File: src/rtl/load_align_unit_if.sv
// Request, data-bus and response signals of the load align unit.
interface load_align_unit_if #(
  parameter int unsigned XLEN = 32
);
  logic              req_valid;
  logic              req_ready;
  logic [XLEN-1:0]   req_addr;
  logic [2:0]        req_funct3;
  logic              flush;
  logic              bus_req;
  logic [XLEN-1:0]   bus_addr;
  logic [XLEN/8-1:0] bus_strobe;
  logic              bus_gnt;
  logic              bus_rvalid;
  logic [XLEN-1:0]   bus_rdata;
  logic              rsp_valid;
  logic [XLEN-1:0]   rsp_data;
  logic              rsp_fault;

  modport slave (
    input  req_valid, req_addr, req_funct3, flush, bus_gnt, bus_rvalid, bus_rdata,
    output req_ready, bus_req, bus_addr, bus_strobe, rsp_valid, rsp_data, rsp_fault
  );

  modport master (
    output req_valid, req_addr, req_funct3, flush, bus_gnt, bus_rvalid, bus_rdata,
    input  req_ready, bus_req, bus_addr, bus_strobe, rsp_valid, rsp_data, rsp_fault
  );
endinterface

File: src/rtl/load_align_unit.sv
// Sequential load unit: issues one or two aligned bus beats per load, merges
// them and applies byte/half/word/double extraction with sign/zero extension.
module load_align_unit #(
  parameter int unsigned XLEN          = 32,
  parameter bit          MISALIGNED_EN = 1'b1
) (
  input  logic             clk,
  input  logic             rst_n,
  load_align_unit_if.slave lau
);
  localparam int unsigned W  = XLEN / 8;
  localparam int unsigned LW = $clog2(W);
  localparam int unsigned SW = LW + 3;

  typedef enum logic [2:0] {
    S_IDLE, S_REQ0, S_WAIT0, S_REQ1, S_WAIT1, S_RESP, S_DRAIN
  } state_e;

  state_e          r_state, w_state_nxt;
  logic [XLEN-1:0] r_base, w_base_nxt;
  logic [LW-1:0]   r_off, w_off_nxt;
  logic [1:0]      r_sz, w_sz_nxt;
  logic            r_uns, w_uns_nxt;
  logic            r_split, w_split_nxt;
  logic [W-1:0]    r_strb1, w_strb1_nxt;
  logic [XLEN-1:0] r_rdata0, w_rdata0_nxt;
  logic            r_bus_req, w_bus_req_nxt;
  logic [XLEN-1:0] r_bus_addr, w_bus_addr_nxt;
  logic [W-1:0]    r_bus_strobe, w_bus_strobe_nxt;
  logic            r_rsp_valid, w_rsp_valid_nxt;
  logic            r_rsp_fault, w_rsp_fault_nxt;
  logic [XLEN-1:0] r_rsp_data, w_rsp_data_nxt;

  logic            w_accept;
  logic            w_legal;
  logic            w_split;
  logic [3:0]      w_size;
  logic [LW-1:0]   w_req_off;
  logic [XLEN-1:0] w_req_base;
  logic [2*W-1:0]  w_mask;

  // Request decode: legality, lane offset, word crossing and two-beat strobe mask
  always_comb begin
    w_accept = lau.req_valid && (r_state == S_IDLE) && !lau.flush;
    case (lau.req_funct3)
      3'b000, 3'b001, 3'b010, 3'b100, 3'b101: w_legal = 1'b1;
      3'b011, 3'b110:                         w_legal = (XLEN == 64);
      default:                                w_legal = 1'b0;
    endcase
    w_size     = 4'(1) << lau.req_funct3[1:0];
    w_req_off  = lau.req_addr[LW-1:0];
    w_req_base = lau.req_addr & ~XLEN'(W - 1);
    w_split    = (5'(w_req_off) + 5'(w_size)) > 5'(W);
    for (int i = 0; i < int'(2 * W); i++) begin
      w_mask[i] = (i >= int'(w_req_off)) && (i < int'(w_req_off) + int'(w_size));
    end
  end

  logic [2*XLEN-1:0] w_cat;
  logic [XLEN-1:0]   w_shifted;
  logic [XLEN-1:0]   w_ext;
  logic [SW-1:0]     w_shamt;
  logic              w_sign;
  int                w_nbits;

  // Merge the returned beat(s), drop the leading bytes, then extend
  always_comb begin
    if (r_state == S_WAIT1) w_cat = {lau.bus_rdata, r_rdata0};
    else                    w_cat = {XLEN'(0), lau.bus_rdata};
    w_shamt   = {r_off, 3'b000};
    w_shifted = XLEN'(w_cat >> w_shamt);
    w_nbits   = int'(8) << r_sz;
    w_sign    = 1'b0;
    for (int i = 0; i < int'(XLEN); i++) begin
      if (i == w_nbits - 1) w_sign = w_shifted[i];
    end
    for (int i = 0; i < int'(XLEN); i++) begin
      w_ext[i] = (i < w_nbits) ? w_shifted[i] : (w_sign & ~r_uns);
    end
  end

  // Next-state and next-output logic
  always_comb begin
    w_state_nxt      = r_state;
    w_base_nxt       = r_base;
    w_off_nxt        = r_off;
    w_sz_nxt         = r_sz;
    w_uns_nxt        = r_uns;
    w_split_nxt      = r_split;
    w_strb1_nxt      = r_strb1;
    w_rdata0_nxt     = r_rdata0;
    w_bus_req_nxt    = r_bus_req;
    w_bus_addr_nxt   = r_bus_addr;
    w_bus_strobe_nxt = r_bus_strobe;
    w_rsp_valid_nxt  = 1'b0;
    w_rsp_fault_nxt  = 1'b0;
    w_rsp_data_nxt   = r_rsp_data;
    case (r_state)
      S_IDLE: begin
        w_bus_req_nxt = 1'b0;
        if (w_accept) begin
          w_base_nxt  = w_req_base;
          w_off_nxt   = w_req_off;
          w_sz_nxt    = lau.req_funct3[1:0];
          w_uns_nxt   = lau.req_funct3[2];
          w_split_nxt = w_split;
          w_strb1_nxt = w_mask[2*W-1:W];
          if (!w_legal || (w_split && !MISALIGNED_EN)) begin
            w_state_nxt     = S_RESP;
            w_rsp_valid_nxt = 1'b1;
            w_rsp_fault_nxt = 1'b1;
            w_rsp_data_nxt  = '0;
          end else begin
            w_state_nxt      = S_REQ0;
            w_bus_req_nxt    = 1'b1;
            w_bus_addr_nxt   = w_req_base;
            w_bus_strobe_nxt = w_mask[W-1:0];
          end
        end
      end
      S_REQ0, S_REQ1: begin
        if (lau.bus_gnt) begin
          w_bus_req_nxt = 1'b0;
          if (lau.flush)              w_state_nxt = S_DRAIN;
          else if (r_state == S_REQ0) w_state_nxt = S_WAIT0;
          else                        w_state_nxt = S_WAIT1;
        end else if (lau.flush) begin
          w_bus_req_nxt = 1'b0;
          w_state_nxt   = S_IDLE;
        end
      end
      S_WAIT0: begin
        // A flush that coincides with the data return has nothing left to drain
        if (lau.bus_rvalid) begin
          if (lau.flush) begin
            w_state_nxt = S_IDLE;
          end else if (r_split) begin
            w_state_nxt      = S_REQ1;
            w_rdata0_nxt     = lau.bus_rdata;
            w_bus_req_nxt    = 1'b1;
            w_bus_addr_nxt   = r_base + XLEN'(W);
            w_bus_strobe_nxt = r_strb1;
          end else begin
            w_state_nxt     = S_RESP;
            w_rsp_valid_nxt = 1'b1;
            w_rsp_data_nxt  = w_ext;
          end
        end else if (lau.flush) begin
          w_state_nxt = S_DRAIN;
        end
      end
      S_WAIT1: begin
        if (lau.bus_rvalid) begin
          if (lau.flush) begin
            w_state_nxt = S_IDLE;
          end else begin
            w_state_nxt     = S_RESP;
            w_rsp_valid_nxt = 1'b1;
            w_rsp_data_nxt  = w_ext;
          end
        end else if (lau.flush) begin
          w_state_nxt = S_DRAIN;
        end
      end
      S_RESP:  w_state_nxt = S_IDLE;
      S_DRAIN: if (lau.bus_rvalid) w_state_nxt = S_IDLE;
      default: w_state_nxt = S_IDLE;
    endcase
  end

  // State register
  always_ff @(posedge clk or negedge rst_n) begin
    if (!rst_n) r_state <= S_IDLE;
    else        r_state <= w_state_nxt;
  end

  // Load context and registered outputs
  always_ff @(posedge clk or negedge rst_n) begin
    if (!rst_n) begin
      r_base       <= '0;
      r_off        <= '0;
      r_sz         <= '0;
      r_uns        <= 1'b0;
      r_split      <= 1'b0;
      r_strb1      <= '0;
      r_rdata0     <= '0;
      r_bus_req    <= 1'b0;
      r_bus_addr   <= '0;
      r_bus_strobe <= '0;
      r_rsp_valid  <= 1'b0;
      r_rsp_fault  <= 1'b0;
      r_rsp_data   <= '0;
    end else begin
      r_base       <= w_base_nxt;
      r_off        <= w_off_nxt;
      r_sz         <= w_sz_nxt;
      r_uns        <= w_uns_nxt;
      r_split      <= w_split_nxt;
      r_strb1      <= w_strb1_nxt;
      r_rdata0     <= w_rdata0_nxt;
      r_bus_req    <= w_bus_req_nxt;
      r_bus_addr   <= w_bus_addr_nxt;
      r_bus_strobe <= w_bus_strobe_nxt;
      r_rsp_valid  <= w_rsp_valid_nxt;
      r_rsp_fault  <= w_rsp_fault_nxt;
      r_rsp_data   <= w_rsp_data_nxt;
    end
  end

  // A flush landing on the response cycle still kills the pulse
  assign lau.req_ready  = (r_state == S_IDLE);
  assign lau.bus_req    = r_bus_req;
  assign lau.bus_addr   = r_bus_addr;
  assign lau.bus_strobe = r_bus_strobe;
  assign lau.rsp_valid  = r_rsp_valid & ~lau.flush;
  assign lau.rsp_fault  = r_rsp_fault & ~lau.flush;
  assign lau.rsp_data   = r_rsp_data;
endmodule

File: src/flat_wrapper.sv
// flat-port wrapper written by rule: the top's interface ports become plain ports
module load_align_unit_flat 
#(
  parameter int unsigned XLEN          = 32,
  parameter bit          MISALIGNED_EN = 1'b1
)
  (clk, rst_n, lau_req_valid, lau_req_addr, lau_req_funct3, lau_flush, lau_bus_gnt, lau_bus_rvalid, lau_bus_rdata, lau_req_ready, lau_bus_req, lau_bus_addr, lau_bus_strobe, lau_rsp_valid, lau_rsp_data, lau_rsp_fault);
  load_align_unit_if #(.XLEN(XLEN)) lau_i ();
  input  logic clk;
  input  logic rst_n;
  input wire logic [$bits(lau_i.req_valid)-1:0] lau_req_valid;
  input wire logic [$bits(lau_i.req_addr)-1:0] lau_req_addr;
  input wire logic [$bits(lau_i.req_funct3)-1:0] lau_req_funct3;
  input wire logic [$bits(lau_i.flush)-1:0] lau_flush;
  input wire logic [$bits(lau_i.bus_gnt)-1:0] lau_bus_gnt;
  input wire logic [$bits(lau_i.bus_rvalid)-1:0] lau_bus_rvalid;
  input wire logic [$bits(lau_i.bus_rdata)-1:0] lau_bus_rdata;
  output wire logic [$bits(lau_i.req_ready)-1:0] lau_req_ready;
  output wire logic [$bits(lau_i.bus_req)-1:0] lau_bus_req;
  output wire logic [$bits(lau_i.bus_addr)-1:0] lau_bus_addr;
  output wire logic [$bits(lau_i.bus_strobe)-1:0] lau_bus_strobe;
  output wire logic [$bits(lau_i.rsp_valid)-1:0] lau_rsp_valid;
  output wire logic [$bits(lau_i.rsp_data)-1:0] lau_rsp_data;
  output wire logic [$bits(lau_i.rsp_fault)-1:0] lau_rsp_fault;
  assign lau_i.req_valid = lau_req_valid;
  assign lau_i.req_addr = lau_req_addr;
  assign lau_i.req_funct3 = lau_req_funct3;
  assign lau_i.flush = lau_flush;
  assign lau_i.bus_gnt = lau_bus_gnt;
  assign lau_i.bus_rvalid = lau_bus_rvalid;
  assign lau_i.bus_rdata = lau_bus_rdata;
  assign lau_req_ready = lau_i.req_ready;
  assign lau_bus_req = lau_i.bus_req;
  assign lau_bus_addr = lau_i.bus_addr;
  assign lau_bus_strobe = lau_i.bus_strobe;
  assign lau_rsp_valid = lau_i.rsp_valid;
  assign lau_rsp_data = lau_i.rsp_data;
  assign lau_rsp_fault = lau_i.rsp_fault;
  load_align_unit #(.XLEN(XLEN), .MISALIGNED_EN(MISALIGNED_EN)) u_core (.clk(clk), .rst_n(rst_n), .lau(lau_i));
endmodule
File: config.mk
export PLATFORM = sky130hd
export DESIGN_NAME = load_align_unit_flat
export DESIGN_NICKNAME = d
export VERILOG_FILES = /design/src/rtl/load_align_unit_if.sv /design/src/rtl/load_align_unit.sv /design/src/flat_wrapper.sv
export SDC_FILE = /design/constraint.sdc
export NUM_CORES = 1
export LEC_CHECK = 0
export BUFFER_PORTS_ARGS = -buffer_cell sky130_fd_sc_hd__buf_2
export CAP_MARGIN = 10
export CORE_MARGIN = 2
export CORE_UTILIZATION = 40
export DETAILED_ROUTE_END_ITERATION = 10
export RECOVER_POWER = 50
export SLEW_MARGIN = 10
export SYNTH_ARGS = -nofsm -noshare
export SYNTH_HDL_FRONTEND = slang
export SYNTH_SLANG_ARGS = --single-unit
File: constraint.sdc
create_clock -name clk -period 3.1 [get_ports clk]
set_clock_uncertainty 0.1 [all_clocks]
set_input_delay 0.31 -clock clk [delete_from_list [all_inputs] [get_ports clk]]
set_output_delay 0.31 -clock clk [all_outputs]
set_load 0.01 [all_outputs]
Word level (Yosys, flattened, before mapping)
Index checks and enable logic that the tools add are counted.
{"block": "word_totals", "register_bits": 146, "input_bits": 73, "output_inout_bits": 72}
{"block": "classes", "addsub": 4, "n_lt_le_gt_ge": 44, "n_eq_ne": 51, "shift": 3, "n_mux": 117, "bitwise_logic": 5, "reduce_logical": 20}
{"cell": "equality test 6 x 32 -> 1 bit (first input constant)", "n": 16}
{"cell": "< comparator 6 x 32 -> 1 bit (first input constant)", "n": 16}
{"cell": "2-to-1 mux 32 bit", "n": 12}
{"cell": "equality test 5 x 32 -> 1 bit (first input constant)", "n": 8}
{"cell": "< comparator 4 x 32 -> 1 bit (first input constant)", "n": 8}
{"cell": "< comparator 5 x 32 -> 1 bit (first input constant)", "n": 8}
{"cell": "equality test 4 x 32 -> 1 bit (first input constant)", "n": 4}
{"cell": "< comparator 3 x 32 -> 1 bit (first input constant)", "n": 4}
{"cell": "one-hot mux 32 bit (3 select lines)", "n": 1}
{"cell": "2-to-1 mux 1 bit", "n": 80}
{"cell": "equality test 3 x 32 -> 1 bit (first input constant)", "n": 2}
{"cell": "< comparator 1 x 32 -> 1 bit (first input constant)", "n": 2}
{"cell": "< comparator 2 x 32 -> 1 bit (first input constant)", "n": 2}
{"cell": "2-to-1 mux 64 bit", "n": 1}
{"cell": "one-hot mux 32 bit (2 select lines)", "n": 1}
{"cell": ">> shifter 64 x 5 -> 32 bit", "n": 1}
{"cell": "2-to-1 mux 3 bit", "n": 13}
{"cell": "adder 32 x 3 -> 32 bit (second input constant)", "n": 1}
{"cell": "equality test 2 x 32 -> 1 bit (first input constant)", "n": 1}
{"cell": "zero test 32 bit", "n": 1}
{"cell": "left shift 4 x 2 -> 32 bit (first input constant)", "n": 1}
{"cell": "subtractor 32 x 2 -> 32 bit (second input constant)", "n": 1}
{"cell": "2-to-1 mux 4 bit", "n": 5}
{"cell": "one-hot mux 3 bit (5 select lines)", "n": 1}
{"cell": "28 further kinds", "n": 54}

Longest topological paths before layout
{"block": "logic_depth", "word_depth": 41, "ltp_mapped": 10}

Worst setup path after synthesis
OpenSTA, ideal clock, no wires.
{"block": "synth_timing", "path_type": "register -> register", "startpoint": "reg u_core.r_state[0]", "endpoint": "reg u_core.r_rsp_data[10] (netlist: u_core.lau.rsp_data[10])", "setup_time_ps": 87, "t_arrival_ps": 2058, "setup_slack_ps": 856, "stages_incl_launch_ff": 8, "period_less_slack_ps": 2244, "path_cell_list": "dfrtp_1 -> or3b_1 -> buf_6 -> mux2_4 -> mux2_4 -> or3b_1 -> buf_2 -> o211ai_1"}
{"block": "synth_between", "elab_chain_cells": 41, "elab_cells_between_ends": 56, "classes_between": "eq/ne: 9; shift: 1; mux: 40; bitwise: 1; reduce/logical: 5"}
{"item": "from (decl)", "line": "load_align_unit.sv:19", "rtl": "state_e r_state, w_state_nxt;"}
{"item": "from (signal assigned)", "line": "load_align_unit.sv:174", "rtl": "else r_state <= w_state_nxt;"}
{"item": "equality test 3 bit", "line": "load_align_unit.sv:68, load_align_unit.sv:98"}
{"item": "2-to-1 mux 64 bit", "line": "load_align_unit.sv:68", "rtl": "if (r_state == S_WAIT1) w_cat = {lau.bus_rdata, r_rdata0};"}
{"item": ">> shifter 64 x 5 -> 32 bit", "line": "load_align_unit.sv:71", "rtl": "w_shifted = XLEN'(w_cat >> w_shamt);"}
{"item": "2-to-1 mux 1 bit (32 in series)", "line": "load_align_unit.sv:75", "rtl": "if (i == w_nbits - 1) w_sign = w_shifted[i];"}
{"item": "bitwise AND 1 bit", "line": "load_align_unit.sv:78", "rtl": "w_ext[i] = (i < w_nbits) ? w_shifted[i] : (w_sign & ~r_uns);"}
{"item": "2-to-1 mux 1 bit", "line": "load_align_unit.sv:78"}
{"item": "2-to-1 mux 32 bit", "line": "load_align_unit.sv:137", "rtl": "end else if (r_split) begin"}
{"item": "2-to-1 mux 32 bit", "line": "load_align_unit.sv:135", "rtl": "if (lau.flush) begin"}
{"item": "2-to-1 mux 32 bit", "line": "load_align_unit.sv:134", "rtl": "if (lau.bus_rvalid) begin"}
{"item": "one-hot mux 32 bit (3 select lines)", "line": "load_align_unit.sv:98", "rtl": "case (r_state)"}
{"item": "to (signal assigned)", "line": "load_align_unit.sv:206", "rtl": "r_rsp_data <= w_rsp_data_nxt;"}
{"item": "to (decl)", "line": "load_align_unit.sv:32", "rtl": "logic [XLEN-1:0] r_rsp_data, w_rsp_data_nxt;"}
Several ways; a longest one is shown, not always the timed one. The select of a mux whose other input is x is not followed.
A chain may end at the register's enable or synchronous reset.

Worst setup path in the final report
{"block": "layout_timing", "startpoint": "reg u_core.r_state[1]", "endpoint": "reg u_core.r_rsp_data[30] (netlist: u_core.lau.rsp_data[30])"}
The elaborated chain is that of the path after synthesis.

==> impl_metrics.env <==
export IMPL_run_status="finished, violations left"
export IMPL_failed_checks="max-capacitance violations, max-slew violations"
export IMPL_rsz0062_at_grt="no"
export IMPL_overflow=0
export IMPL_cts_root_buffer_cell="clkbuf_16"
export IMPL_insertion_delay_ps=430
export IMPL_cts_tree="done"
export IMPL_comb_power_share_pct=40.5
export IMPL_crit_required_ps=3270
export IMPL_post_cts_setup_buffers=0
export IMPL_clockBufferDepth=2
export IMPL_power_internal_mw=5.556
export IMPL_utilization_pct=49.71
export IMPL_drv_cap=1
export IMPL_cp_top_family="compound AO/OA/AOI/OAI gates"
export IMPL_synth_flop_cell="dfrtp_1"
export IMPL_min_period_ps=2656
export IMPL_rows=52
export IMPL_fp_dieH_um=147.8
export IMPL_fin_crit_sh_pct=85.66
export IMPL_fp_dieW_um=147.8
export IMPL_avgSynthCellArea_sq_um=8.655
export IMPL_path_max_fanout=13
export IMPL_async_flop_share_pct=100.0
export IMPL_critPathArrivalTime_ps=2830
export IMPL_multi_input_area_sq_um=4374
export IMPL_grt_max_degree=60
export IMPL_vias_per_cell=5.422
export IMPL_crit_path_end_kind="register"
export IMPL_dp_cells=1326
export IMPL_crit_type="register to register"
export IMPL_cts_sinks=144
export IMPL_slew_limit_headroom_pct=-6.971
export IMPL_path_cells="or3b_1, mux2_4, o211ai_1, o21ai_1, nand2_1"
export IMPL_p_sw_mw=3.946
export IMPL_finalHoldViolations=0
export IMPL_synth_seq_cells=144
export IMPL_stdcell_count=1386
export IMPL_fillers=2013
export IMPL_numCtsBuffers=17
export IMPL_finalSetupViolCount=0
export IMPL_synth_cell_types=61
export IMPL_hold_buffers=28
export IMPL_hp_class="input port to register"
export IMPL_core_area_sq_um=20300
export IMPL_port_buffers=142
export IMPL_critPathBufInv=0
export IMPL_wl_per_cell_um=17.83
export IMPL_ios=145
export IMPL_antenna_left=0
export IMPL_drive_gt1_share_pct=15.59
export IMPL_syn2layout_area_growth_pct=21.96
export IMPL_syn_inst=956
export IMPL_grt_pass1_wl_mm=39.85
export IMPL_tightest_slew_ps=1605
export IMPL_num_vias=7515
export IMPL_p_leak_nw=4.618
export IMPL_wl_mm=24.71
export IMPL_h_tree_depth=4
export IMPL_ys_seq_area_share_pct=43.55
export IMPL_clk_pin_slew_ps=70
export IMPL_timing_setup_tns_ps=0
export IMPL_drtIter0Drc=544
export IMPL_cpMaxStageDelayCell="o21ai_1"
export IMPL_max_freq_mhz=376.6
export IMPL_p_clk_share_pct=22.7
export IMPL_powerDensity_nw_per_um2=941.6
export IMPL_cts_resized=0
export IMPL_start_util_pct=40.76
export IMPL_synth_edff_count=0
export IMPL_drc=0
export IMPL_regArea_sq_um=3605
export IMPL_syn_area_sq_um=8274
export IMPL_critPathMaxStageDelay_ps=720
export IMPL_antenna_cells=0
export IMPL_ys_warn_count=0
export IMPL_grt_total_usage_pct=23.04
export IMPL_nNetsFinal=1181
export IMPL_grt_pass1_vias=7362
export IMPL_power_frac_seq_pct=36.8
export IMPL_die_area_sq_um=21850
export IMPL_ir_worst_vdd_uv=431.7
export IMPL_critPathLaunchType="register"
export IMPL_place_hpwl_mm=16.56
export IMPL_switching_share_pct=41.52
export IMPL_slew_violations=59
export IMPL_antenna_found_initial=0
export IMPL_place_congestion=0.8164
export IMPL_first_pass_iters=5
==> cells in the mapped netlist (8+ instances only) <==
| library cell | count | share of area [%] |
|---|---|---|
| a21o_1 | 13 | 1.2 |
| a21oi_1 | 19 | 1.1 |
| a22oi_1 | 10 | 0.91 |
| a31oi_1 | 10 | 0.76 |
| buf_2 | 9 | 0.54 |
| clkbuf_1 | 47 | 2.1 |
| dfrtp_1 | 144 | 44 |
| inv_1 | 13 | 0.59 |
| mux2i_1 | 45 | 5.4 |
| mux4_2 | 16 | 4.4 |
| nand2_1 | 294 | 13 |
| nand2b_1 | 8 | 0.60 |
| nand3_1 | 33 | 2.0 |
| nand4_1 | 8 | 0.60 |
| nor2_1 | 37 | 1.7 |
| nor2b_1 | 8 | 0.60 |
| nor3_1 | 16 | 0.97 |
| nor4_1 | 8 | 0.60 |
| o211ai_1 | 27 | 2.4 |
| o21ai_0 | 57 | 3.4 |
| xnor2_1 | 9 | 0.95 |
| xor2_1 | 16 | 1.7 |
==> power by group through the flow <==
| stage | clock [mW] | sequential (mW) | combinational (mW) |
|---|---|---|---|
| 2_1_floorplan | 0 | 3.36 | 2.60 |
| 3_3_place_gp | 0 | 3.49 | 3.87 |
| 3_5_place_dp | 0 | 3.50 | 3.93 |
| 4_1_cts | 2.17 | 3.48 | 3.97 |
| 5_1_grt | 2.27 | 3.62 | 4.28 |
| 6_report | 2.16 | 3.50 | 3.84 |
==> sequential cells by signal (all words and copies together), names as in the netlist, 3 cells and up <==
name / cells
u_core.r_state: 3
u_core.r_strb1: 4
u_core.r_rdata0: 32
u_core.lau.bus_strobe: 4
u_core.lau.bus_addr: 30
u_core.r_base: 30
u_core.lau.rsp_data: 32
==> final cells by class <==
cell class | count | area share [%]
flip-flops and latches | 144 | 35.72
multi-input cells | 732 | 43.35
clock inverters | 12 | 1.451
inverters | 13 | 0.4836
repair buffers | 195 | 11.12
well taps | 270 | 3.348
clock buffers | 20 | 4.526
==> routing by layer <==
| metal | global-route usage, % | routed length (um) | up-vias |
|---|---|---|---|
| met4 | 7.238 | 576 | 0 |
| li1 | - | - | 3608 |
| met1 | 29.78 | 10730 | 3631 |
| met3 | 4.815 | 1368 | 35 |
| met5 | 0 | 0 | - |
| met2 | 38.93 | 12040 | 241 |
==> logic make-up after synthesis <==
family | synth area share (%)
buf+inv | 4.189
compound gates | 13.87
mux | 10.62
fa+ha+maj | 0.8469
other cells | 0.09076
flops | 43.55
xor+xnor | 2.646
simple gates | 24.20
==> tightest hold or removal path: stages <==
cell and delay (ps):
buf_2 100, nand2_1 50, nand2_1 50
==> placed cells by master, fill, tap and decap left out, types with 7 or more instances in the layout <==
cell type | netlist | final
a21o_1 | 13 | 13
mux2i_1 | 45 | 45
xor2_1 | 16 | 16
buf_2 | 9 | 76
nand3_1 | 33 | 33
nor2_1 | 37 | 36
nand3b_1 | 7 | 7
dlygate4sd3_1 | 0 | 28
a22oi_1 | 10 | 10
o211ai_1 | 27 | 27
a31oi_1 | 10 | 10
buf_4 | 5 | 23
o21ai_0 | 57 | 56
nand4_1 | 8 | 8
nand2b_1 | 8 | 8
mux4_2 | 16 | 16
clkbuf_16 | 0 | 17
a32oi_1 | 7 | 7
dfrtp_1 | 144 | 143
xnor2_1 | 9 | 9
clkbuf_1 | 47 | 66
and2_1 | 7 | 7
inv_1 | 13 | 13
nor4_1 | 8 | 8
nand2_1 | 294 | 294
nor3_1 | 16 | 15
a21oi_1 | 19 | 18
nor2b_1 | 8 | 7
==> stage by stage <==
step	setup slack [ps]	cell area (sq um)	hold slack [ps]	power [mW]
after global routing	324.6	10090	24.79	10.17
after floorplan	855.9	8282	-85.59	5.960
after detailed placement	477.9	9295	231.0	7.430
after global placement	509.0	9295	227.1	7.360
final	444.5	10090	10.59	9.502
after CTS	484.7	10180	6.245	9.624
==> worst paths after layout <==
| kind | from | endpoint | slack, ps | cells past startpoint |
|---|---|---|---|---|
| min in group asynchronous | rst_n | u_core.lau.rsp_data[2]$_DFFE_PN0P_ | 720 | 2 |
| max reg2reg | u_core.r_state[1]$_DFFE_PN0P_ | u_core.lau.rsp_data[30]$_DFFE_PN0P_ | 440 | 5 |
| min reg2reg | u_core.lau.bus_addr[4]$_DFFE_PN0P_ | u_core.lau.bus_addr[4]$_DFFE_PN0P_ | 380 | 2 |
| min | lau_bus_rdata[27] | u_core.r_rdata0[27]$_DFFE_PN0P_ | 10 | 3 |
| max | u_core.r_state[1]$_DFFE_PN0P_ | u_core.lau.rsp_data[30]$_DFFE_PN0P_ | 440 | 5 |
| max in group asynchronous | rst_n | u_core.lau.bus_strobe[1]$_DFFE_PN0P_ | 1000 | 3 |
Power figures use the tool's default switching activity.
